--- config.mk ---
export PLATFORM = sky130hd
export DESIGN_NAME = stepper_axis_driver_flat
export DESIGN_NICKNAME = d
export VERILOG_FILES = /design/src/rtl/stepper_axis_driver_pkg.sv /design/src/rtl/stepper_axis_driver_if.sv /design/src/rtl/stepper_axis_driver_phase_lut.sv /design/src/rtl/stepper_axis_driver.sv /design/src/flat_wrapper.sv
export SDC_FILE = /design/constraint.sdc
export NUM_CORES = 1
export LEC_CHECK = 0
export ABC_AREA = 1
export CORE_MARGIN = 2
export CORE_UTILIZATION = 35
export CTS_CLUSTER_SIZE = 25
export DETAILED_ROUTE_END_ITERATION = 6
export HOLD_SLACK_MARGIN = 0.1
export PLACE_DENSITY = 0.53
export SETUP_SLACK_MARGIN = 0.02
export SLEW_MARGIN = 5
export SYNTH_ARGS = -nofsm -noshare
export SYNTH_HDL_FRONTEND = slang
export SYNTH_SLANG_ARGS = --single-unit
--- constraint.sdc ---
create_clock -name clk -period 3.7 [get_ports clk]
set_input_delay 0.74 -clock clk [delete_from_list [all_inputs] [get_ports clk]]
set_output_delay 0.74 -clock clk [all_outputs]
set_load 0.02 [all_outputs]
--- src/rtl/stepper_axis_driver_pkg.sv ---
// stepper_pkg: state type, coil sequences and phase width for stepper_axis_driver.
// STEPPER_HALF_STEP_EN selects the 8-entry half-step sequence (3-bit phase).
package stepper_pkg;

  typedef enum logic [1:0] {
    ST_OFF,
    ST_HOLD,
    ST_RUN
  } state_t;

  // Coil words are {A, B, A', B'}
  localparam logic [3:0] FULL_STEP_TBL [4] = '{
    4'b1100, 4'b0110, 4'b0011, 4'b1001
  };

  localparam logic [3:0] HALF_STEP_TBL [8] = '{
    4'b1000, 4'b1100, 4'b0100, 4'b0110,
    4'b0010, 4'b0011, 4'b0001, 4'b1001
  };

`ifdef STEPPER_HALF_STEP_EN
  localparam int unsigned PHASE_W = 3;
`else
  localparam int unsigned PHASE_W = 2;
`endif

  typedef logic [PHASE_W-1:0] phase_t;

endpackage

--- src/rtl/stepper_axis_driver_if.sv ---
// Axis bundle between the motion controller (master) and one stepper_axis_driver (slave).
interface stepper_axis_driver_if #(
  parameter int unsigned PER_W = 16
);
  logic             en;
  logic             dir_pos;
  logic             dir_neg;
  logic [PER_W-1:0] period;
  logic             pos_load;
  logic [15:0]      pos_in;
  logic [3:0]       coil;
  logic [15:0]      position;
  logic             step_pulse;
  logic             at_limit;
  logic             fault;

  modport master (
    output en, dir_pos, dir_neg, period, pos_load, pos_in,
    input  coil, position, step_pulse, at_limit, fault
  );

  modport slave (
    input  en, dir_pos, dir_neg, period, pos_load, pos_in,
    output coil, position, step_pulse, at_limit, fault
  );
endinterface

--- src/rtl/stepper_axis_driver_phase_lut.sv ---
// stepper_phase_lut: combinational phase -> coil pattern lookup.
// STEPPER_HALF_STEP_EN selects the half-step table.
module stepper_phase_lut
  import stepper_pkg::*;
(
  input  phase_t     phase,
  output logic [3:0] coil
);

  always_comb begin
`ifdef STEPPER_HALF_STEP_EN
    coil = HALF_STEP_TBL[phase];
`else
    coil = FULL_STEP_TBL[phase];
`endif
  end

endmodule

--- src/rtl/stepper_axis_driver.sv ---
// stepper_axis_driver: turns pos/neg step requests into timed coil phases and a step position.
// Build option STEPPER_HALF_STEP_EN (see stepper_pkg) selects half-step sequencing.
module stepper_axis_driver
  import stepper_pkg::*;
#(
  parameter logic [15:0] POS_MAX = 16'd3599,
  parameter int unsigned PER_W   = 16
) (
  input logic                  clk,
  input logic                  rst,
  stepper_axis_driver_if.slave axis
);

  state_t           state;
  state_t           state_nxt;
  logic [PER_W-1:0] cnt;
  phase_t           phase;
  logic [15:0]      position_q;
  logic             step_pulse_q;
  logic             at_limit_q;
  logic             fault_q;
  logic [3:0]       lut_coil;

  logic             one_req;
  logic             run_ok;
  logic             blocked;
  logic             terminal;
  logic             do_step;
  logic [15:0]      load_val;

  assign one_req  = axis.dir_pos ^ axis.dir_neg;
  assign run_ok   = axis.en && one_req && (axis.period != '0);
  assign blocked  = (axis.dir_pos && (position_q == POS_MAX)) ||
                    (axis.dir_neg && (position_q == 16'd0));
  assign load_val = (axis.pos_in > POS_MAX) ? POS_MAX : axis.pos_in;

  stepper_phase_lut u_lut (
    .phase (phase),
    .coil  (lut_coil)
  );

  always_ff @(posedge clk) begin
    if (!rst) state <= ST_OFF;
    else      state <= state_nxt;
  end

  always_comb begin
    state_nxt = state;
    if (!axis.en) begin
      state_nxt = ST_OFF;
    end else begin
      unique case (state)
        ST_OFF:  state_nxt = ST_HOLD;
        ST_HOLD: if (run_ok)  state_nxt = ST_RUN;
        ST_RUN:  if (!run_ok) state_nxt = ST_HOLD;
        default: state_nxt = ST_OFF;
      endcase
    end
  end

  always_comb begin
    axis.coil = (state == ST_OFF) ? '0 : lut_coil;
    // >= rather than == so a period lowered below the running count fires at once
    terminal  = (cnt >= axis.period - 1'b1);
    do_step   = (state == ST_RUN) && run_ok && terminal && !blocked && !axis.pos_load;
  end

  always_ff @(posedge clk) begin
    if (!rst) begin
      cnt          <= '0;
      phase        <= '0;
      position_q   <= '0;
      step_pulse_q <= 1'b0;
      at_limit_q   <= 1'b0;
      fault_q      <= 1'b0;
    end else begin
      step_pulse_q <= do_step;
      at_limit_q   <= (state != ST_OFF) && axis.en && one_req && blocked;
      if (axis.dir_pos && axis.dir_neg) fault_q <= 1'b1;

      if ((state != ST_RUN) || !run_ok || terminal || axis.pos_load) cnt <= '0;
      else                                                           cnt <= cnt + 1'b1;

      if (axis.pos_load)  position_q <= load_val;
      else if (do_step)   position_q <= axis.dir_pos ? position_q + 16'd1 : position_q - 16'd1;

      if (do_step) phase <= axis.dir_pos ? phase + 1'b1 : phase - 1'b1;
    end
  end

  assign axis.position   = position_q;
  assign axis.step_pulse = step_pulse_q;
  assign axis.at_limit   = at_limit_q;
  assign axis.fault      = fault_q;

endmodule

--- src/flat_wrapper.sv ---
// flat-port wrapper written by rule: the top's interface ports become plain ports
module stepper_axis_driver_flat import stepper_pkg::*;
#(
  parameter logic [15:0] POS_MAX = 16'd3599,
  parameter int unsigned PER_W   = 16
)
  (clk, rst, axis_en, axis_dir_pos, axis_dir_neg, axis_period, axis_pos_load, axis_pos_in, axis_coil, axis_position, axis_step_pulse, axis_at_limit, axis_fault);
  stepper_axis_driver_if #(.PER_W(PER_W)) axis_i ();
  input logic clk;
  input logic rst;
  input wire logic [$bits(axis_i.en)-1:0] axis_en;
  input wire logic [$bits(axis_i.dir_pos)-1:0] axis_dir_pos;
  input wire logic [$bits(axis_i.dir_neg)-1:0] axis_dir_neg;
  input wire logic [$bits(axis_i.period)-1:0] axis_period;
  input wire logic [$bits(axis_i.pos_load)-1:0] axis_pos_load;
  input wire logic [$bits(axis_i.pos_in)-1:0] axis_pos_in;
  output wire logic [$bits(axis_i.coil)-1:0] axis_coil;
  output wire logic [$bits(axis_i.position)-1:0] axis_position;
  output wire logic [$bits(axis_i.step_pulse)-1:0] axis_step_pulse;
  output wire logic [$bits(axis_i.at_limit)-1:0] axis_at_limit;
  output wire logic [$bits(axis_i.fault)-1:0] axis_fault;
  assign axis_i.en = axis_en;
  assign axis_i.dir_pos = axis_dir_pos;
  assign axis_i.dir_neg = axis_dir_neg;
  assign axis_i.period = axis_period;
  assign axis_i.pos_load = axis_pos_load;
  assign axis_i.pos_in = axis_pos_in;
  assign axis_coil = axis_i.coil;
  assign axis_position = axis_i.position;
  assign axis_step_pulse = axis_i.step_pulse;
  assign axis_at_limit = axis_i.at_limit;
  assign axis_fault = axis_i.fault;
  stepper_axis_driver #(.POS_MAX(POS_MAX), .PER_W(PER_W)) u_core (.clk(clk), .rst(rst), .axis(axis_i));
endmodule
## Word level (Yosys, flattened, before mapping)

Cells that the tools add are included.

- Bits in registers: 39
- Latch bits: 0
- Bits in writable memories: 0
- Bits in read-only memories: 0
- Input bits: 38
- Output and inout bits: 23
- Memories kept: 0

- $add $sub $neg: 6
- Multiply operators: 0
- Div/mod/pow operators: 0
- Order comparisons: 3
- Eq/ne operators: 6
- Shift operators: 0
- Mux-type cells: 12
- Bitwise operators: 3
- Reduce and logical (&&, ||, !) cells: 27

Operators by type and width:

| cell | number |
|---|---|
| 2-to-1 mux 16 bit | 4 |
| adder 16 x 1 -> 16 bit (second input constant) | 2 |
| subtractor 16 x 1 -> 16 bit (second input constant) | 2 |
| == test 16 x 12 -> 1 bit (second input constant) | 1 |
| greater-or-equal comparator 16 bit | 1 |
| > comparator 16 x 12 -> 1 bit (second input constant) | 1 |
| logical NOT 16 bit | 1 |
| nonzero test 16 bit | 1 |
| logical AND 1 bit | 12 |
| 2-to-1 mux 4 bit | 3 |
| binary-select mux 4 bit (select 2 bit) | 1 |
| 2-to-1 mux 2 bit | 3 |
| one-hot mux 2 bit (3 select lines) | 1 |
| logical OR 1 bit | 4 |
| inequality test 2 bit (second input constant) | 2 |
| AND reduction 2 bit | 2 |
| nonzero test 2 bit | 2 |
| greater-or-equal comparator 3 bit (second input constant) | 1 |
| logical NOT 1 bit | 3 |
| NOT 2 -> 3 bit | 1 |
| adder 2 x 1 -> 2 bit (second input constant) | 1 |
| == test 2 x 1 -> 1 bit (second input constant) | 1 |
| == test 2 bit (second input constant) | 1 |
| logical NOT 2 bit | 1 |
| other kinds (5) | 5 |

## Longest topological paths before layout

- Depth in word-level cells: 9
- Mapped depth: 21

## Modules after synthesis

A second synthesis with hierarchy kept.

- Cell total of the unflattened synthesis: 573
- Area, all modules: 3597.2 µm²

Modules (own cells, without submodules):

| module | instances | cells an instance | area each (µm²) |
|---|---|---|---|
| stepper_axis_driver | 1 | 564 | 3559.7 |
| stepper_phase_lut | 1 | 9 | 37.5 |

## Worst setup path after synthesis

OpenSTA, ideal clock, no wires.

- Path type: input port to flip-flop
- Start point: in axis_period[0]
- End point: reg u_core.position_q[9] (netlist: u_core.axis.position[9])
- Data arrival time: 3.022 ns
- Setup slack: 0.565 ns
- Stages: 21
- Path buffers: 1
- Cells stage by stage: inv_1 > ha_1 > nand2_2 > nor2_4 > nand2_1 > nor2_1 > nand3_1 > nor2_1 > xor2_1 > inv_1 > ha_1 > nand4_1 > nor3_1 > nand2_1 > nand2_1 > nand3_4 > nand2_4 > buf_6 > nand2_2 > nand2_1 > nor2_1

- Word-level cells in the longest chain between the ends: 7
- Elaborated cells on any way between the ends: 9
- Those cells by class: add/sub (1); order compare (1); reduce/logical (7)

RTL lines:

| item | line | text |
|---|---|---|
| start: declaration | flat_wrapper.sv:14 | `input wire logic [$bits(axis_i.period)-1:0] axis_period;` |
| branches (longest 3 deep; another with subtractor 16 x 1 -> 16 bit) | - |  |
| logical AND 1 bit (*) (3 in series) | stepper_axis_driver.sv:65 | `do_step = (state == ST_RUN) && run_ok && terminal && !blocked && !axis.pos_load;` |
| nonzero test 2 bit (no source line) (*) | - |  |
| end signal: assignment | stepper_axis_driver.sv:84 | `if (axis.pos_load) position_q <= load_val;` |
| end signal: assignment | stepper_axis_driver.sv:85 | `else if (do_step) position_q <= axis.dir_pos ? position_q + 16'd1 : position_q - 16'd1;` |
| end: declaration | stepper_axis_driver.sv:18 | `logic [15:0] position_q;` |

Mark *: on every way between the ends.
A chain may end at the register's enable or synchronous reset.

## Final worst setup path

- Start point: in axis_period[0]
- End point: reg u_core.position_q[14] (netlist: u_core.axis.position[14])

Same word-level chain as after synthesis.

==> impl_metrics.sql <==
INSERT INTO impl_metrics (metric_group, metric, value, unit) VALUES
('sta', 'final.setup.tns', '0', 'ns'),
('routing', 'dr_total_vias', '3569', ''),
('pwr', 'totalPowerFinal', '1.20', 'mW'),
('placement', 'dpl.hpwl', '7.42', 'mm'),
('clock_network', 'maximum_count_of_clock_buffers_along_a_single_path', '2', ''),
('hold_path', 'min_from', 'u_core.cnt[0]$_SDFF_PP0_', ''),
('setup_path', 'start_kind', 'primary input', ''),
('routing', 'detailedRoute.firstIterationViolations', '146', ''),
('sta', 'final_period_minus_worst_setup_slack', '3.31', 'ns'),
('sta', 'slew_violations', '0', ''),
('logic_synthesis', 'synth_top_cell_by_area', 'sky130_fd_sc_hd__dfxtp_1', ''),
('setup_path', 'critPathLaunch', 'axis_period[0]', ''),
('run', 'max_cap_viols', '0', ''),
('global_route', 'gr-usage-met3', '0.0294', ''),
('routing', 'antenna_violating_nets_post_route', '0', ''),
('sta', 'setup_viol', '0', ''),
('floorplanning', 'fp.dieArea', '0.0109', 'mm²'),
('floorplanning', 'initial_utilization', '0.361', ''),
('global_route', 'wire_length_of_the_first_global_routing_pass', '15.4', 'mm'),
('floorplanning', 'floorplan.die.width', '104', 'µm'),
('sta', 'fin_skew', '0.00807', 'ns'),
('clock_network', 'cts_hold_buffers', '0', ''),
('sta', 'tightest_slew', '0.538', 'ns'),
('routing', 'routed_via_density', '4.70', ''),
('logic_synthesis', 'synth_sequential_area_ratio', '0.221', ''),
('sta', 'final.period_utilization', '0.896', ''),
('setup_path', 'worst_path_largest_cell_delay', '0.39', 'ns'),
('routing', 'drt-wirelength-per-cell', '12.0', 'µm'),
('setup_path', 'crit_path_max_fanout', '7', ''),
('placement', 'detailedPlace.worstSlack', '-0.0241', 'ns'),
('clock_network', 'post_cts.repair.setup_buffers', '0', ''),
('clock_network', 'cts_tree', 'yes', ''),
('setup_path', 'critical_path_endpoint_category', 'register', ''),
('setup_path', 'crit_type', 'primary input to register', ''),
('routing', 'firstDrtPassIters', '4', ''),
('setup_path', 'worst_path_max_delay_cell', 'sky130_fd_sc_hd__clkdlybuf4s50_1', ''),
('pwr', 'net_sw_frac', '0.321', ''),
('setup_path', 'timing.critical_path.cells', 'clkdlybuf4s50_1, inv_1, ha_1, nand2_2, nor2_4, nand2_1, nor2_2, nand3_1, nor2_1, xor2_1, inv_1, ha_1, nand4_1, a21oi_1, nor2_1, nand2_2, nand3_4, buf_4, o21ai_0, nor2_1', ''),
('pwr', 'power.switching', '384', 'µW'),
('sta', 'max_slew_margin', '0.641', ''),
('global_route', 'grt_overflow_total', '0', ''),
('pwr', 'irDropWorstVdd', '129', 'µV'),
('global_route', 'gr-max-usage-layer', 'met2', ''),
('floorplanning', 'floorplan.die.height', '104', 'µm'),
('clock_network', 'clk-insertion-delay-late', '0.29', 'ns'),
('logic_synthesis', 'net_count_of_the_mapped_netlist', '626', ''),
('pwr', 'power_density', '267', 'mW/mm²'),
('logic_synthesis', 'avgSynthCellArea', '6.37', 'µm²'),
('setup_path', 'crit_arrival', '3.50', 'ns'),
('clock_network', 'root_buf_cell', 'sky130_fd_sc_hd__clkbuf_8', ''),
('clock_network', 'clkSinkCount', '39', ''),
('global_route', 'pin_count_of_the_biggest_net_entering_global_routing', '25', ''),
('finish', 'layout-drive-gt1-share', '0.0911', ''),
('sta', 'timing_hold_violations_final', '0', ''),
('logic_synthesis', 'synth_top_area_share', '0.221', ''),
('logic_synthesis', 'count_of_distinct_cell_types_in_the_synthesized_netlist', '44', ''),
('finish', 'finalNonFillerCells', '759', ''),
('logic_synthesis', 'yosysWarningCount', '0', ''),
('clock_network', 'cts.clk_slew.worst_paths', '0.08', 'ns'),
('global_route', 'grt_use_total', '0.171', ''),
('global_route', 'first_global_vias', '3451', ''),
('placement', 'numPlacedInstances', '751', ''),
('logic_synthesis', 'postSynthCellCount', '554', ''),
('finish', 'net_count_of_the_finished_layout', '697', ''),
('sta', 'worst_slack', '0.386', 'ns'),
('floorplanning', 'coreArea', '0.00977', 'mm²'),
('placement', 'buffer_ports.inserted', '60', ''),
('placement', 'gpl.final_weighted_congestion', '0.856', ''),
('run_status', 'outcome', 'finished, final reports clean', ''),
('logic_synthesis', 'postSynthRegisterBits', '39', ''),
('pwr', 'cell_internal_pwr', '813', 'µW');
metrics by stage:
stage	util	cell area, µm²
floorplan	-	3530
global placement	0.444	4340
detailed placement	0.444	4340
CTS	0.456	4460
global route	0.459	4490
finish	0.459	4490
layer usage:
metal	routed length, µm	part of all wire
met1	4190	0.46
met2	4460	0.49
met3	327	0.036
met4	116	0.013
met5	0	0
worst max-delay path: cells and delay by family:
family	cells	cell delay, ns
buffers and inverters	4	0.73
xor gates and xnor gates	1	0.16
and+or+nand+nor	11	1.06
adders and majority gates	2	0.49
AOI/OAI and AO/OA	2	0.31
path summary, 6_finish.rpt:
kind                                                 to  slack, ns  cells after the start
setup / recovery  u_core.axis.position[14]$_SDFFE_PN0P_       0.39                     20
hold / removal                 u_core.cnt[0]$_SDFF_PP0_       0.45                      1
setup reg to reg   u_core.axis.position[8]$_SDFFE_PN0P_       1.72                     12
hold reg to reg                u_core.cnt[0]$_SDFF_PP0_       0.45                      1
registers in the layout, indices dropped and copies added (netlist names):
signal / count
u_core.axis.position: 16
u_core.cnt: 16
u_core.phase: 2
u_core.state: 2
u_core.axis.at_limit: 1
u_core.axis.fault: 1
u_core.axis.step_pulse: 1
logic make-up after synthesis:
kind of cell,synth area share
compound gates,0.100
xor+xnor,0.0447
fa+ha+maj,0.123
buf+inv,0.0936
flops,0.221
simple gates,0.417
what timing repair did:
item	in CTS	in global routing
gates resized for setup	0	6
setup endpoints to repair	0	19
hold endpoints to repair	0	0
final cells by class:
type / instances / area, µm²
fillers: 1062 / 5290
well taps: 133 / 166
multi-input cells: 433 / 2440
clock inverters: 2 / 35.0
repair buffers: 72 / 706
clock buffers: 6 / 82.6
inverters: 74 / 278
flip-flops and latches: 39 / 781
cells in the final DEF, fill, tap and decap left out, types with 7 or more instances in the layout:
cell and count:
sky130_fd_sc_hd__nand2_1 140, sky130_fd_sc_hd__dfxtp_1 39, sky130_fd_sc_hd__ha_1 33, sky130_fd_sc_hd__nor2_2 7
sky130_fd_sc_hd__a21oi_1 30, sky130_fd_sc_hd__nand4_1 8, sky130_fd_sc_hd__nand2_2 9, sky130_fd_sc_hd__o21ai_0 21
sky130_fd_sc_hd__buf_4 11, sky130_fd_sc_hd__clkdlybuf4s50_1 59, sky130_fd_sc_hd__nor2_1 89, sky130_fd_sc_hd__nand3b_1 7
sky130_fd_sc_hd__xor2_1 12, sky130_fd_sc_hd__inv_1 71, sky130_fd_sc_hd__nand3_1 30
cell usage after synthesis, drive strengths merged:
cell    number
or2          4
or3          1
nor2        98
dfxtp       39
o21a         2
xor2        12
a211oi       1
fa           1
a31oi        1
clkbuf       1
nor3         6
buf          7
nor4         4
o21bai       2
xnor2        6
o22ai        5
ha          33
inv         74
nand2      151
nand3b       8
o21ai       21
nor3b        4
a21oi       31
nand3       31
o31ai        2
nand4        9
power by group through the flow:
stage	logic [mW]	clock network, mW	registers (mW)
floorplan	0.217	0	0.475
global placement	0.365	0	0.466
detailed placement	0.368	0	0.466
CTS	0.370	0.385	0.456
global route	0.416	0.394	0.459
finish	0.369	0.372	0.456
Power figures use the tool's default switching activity.
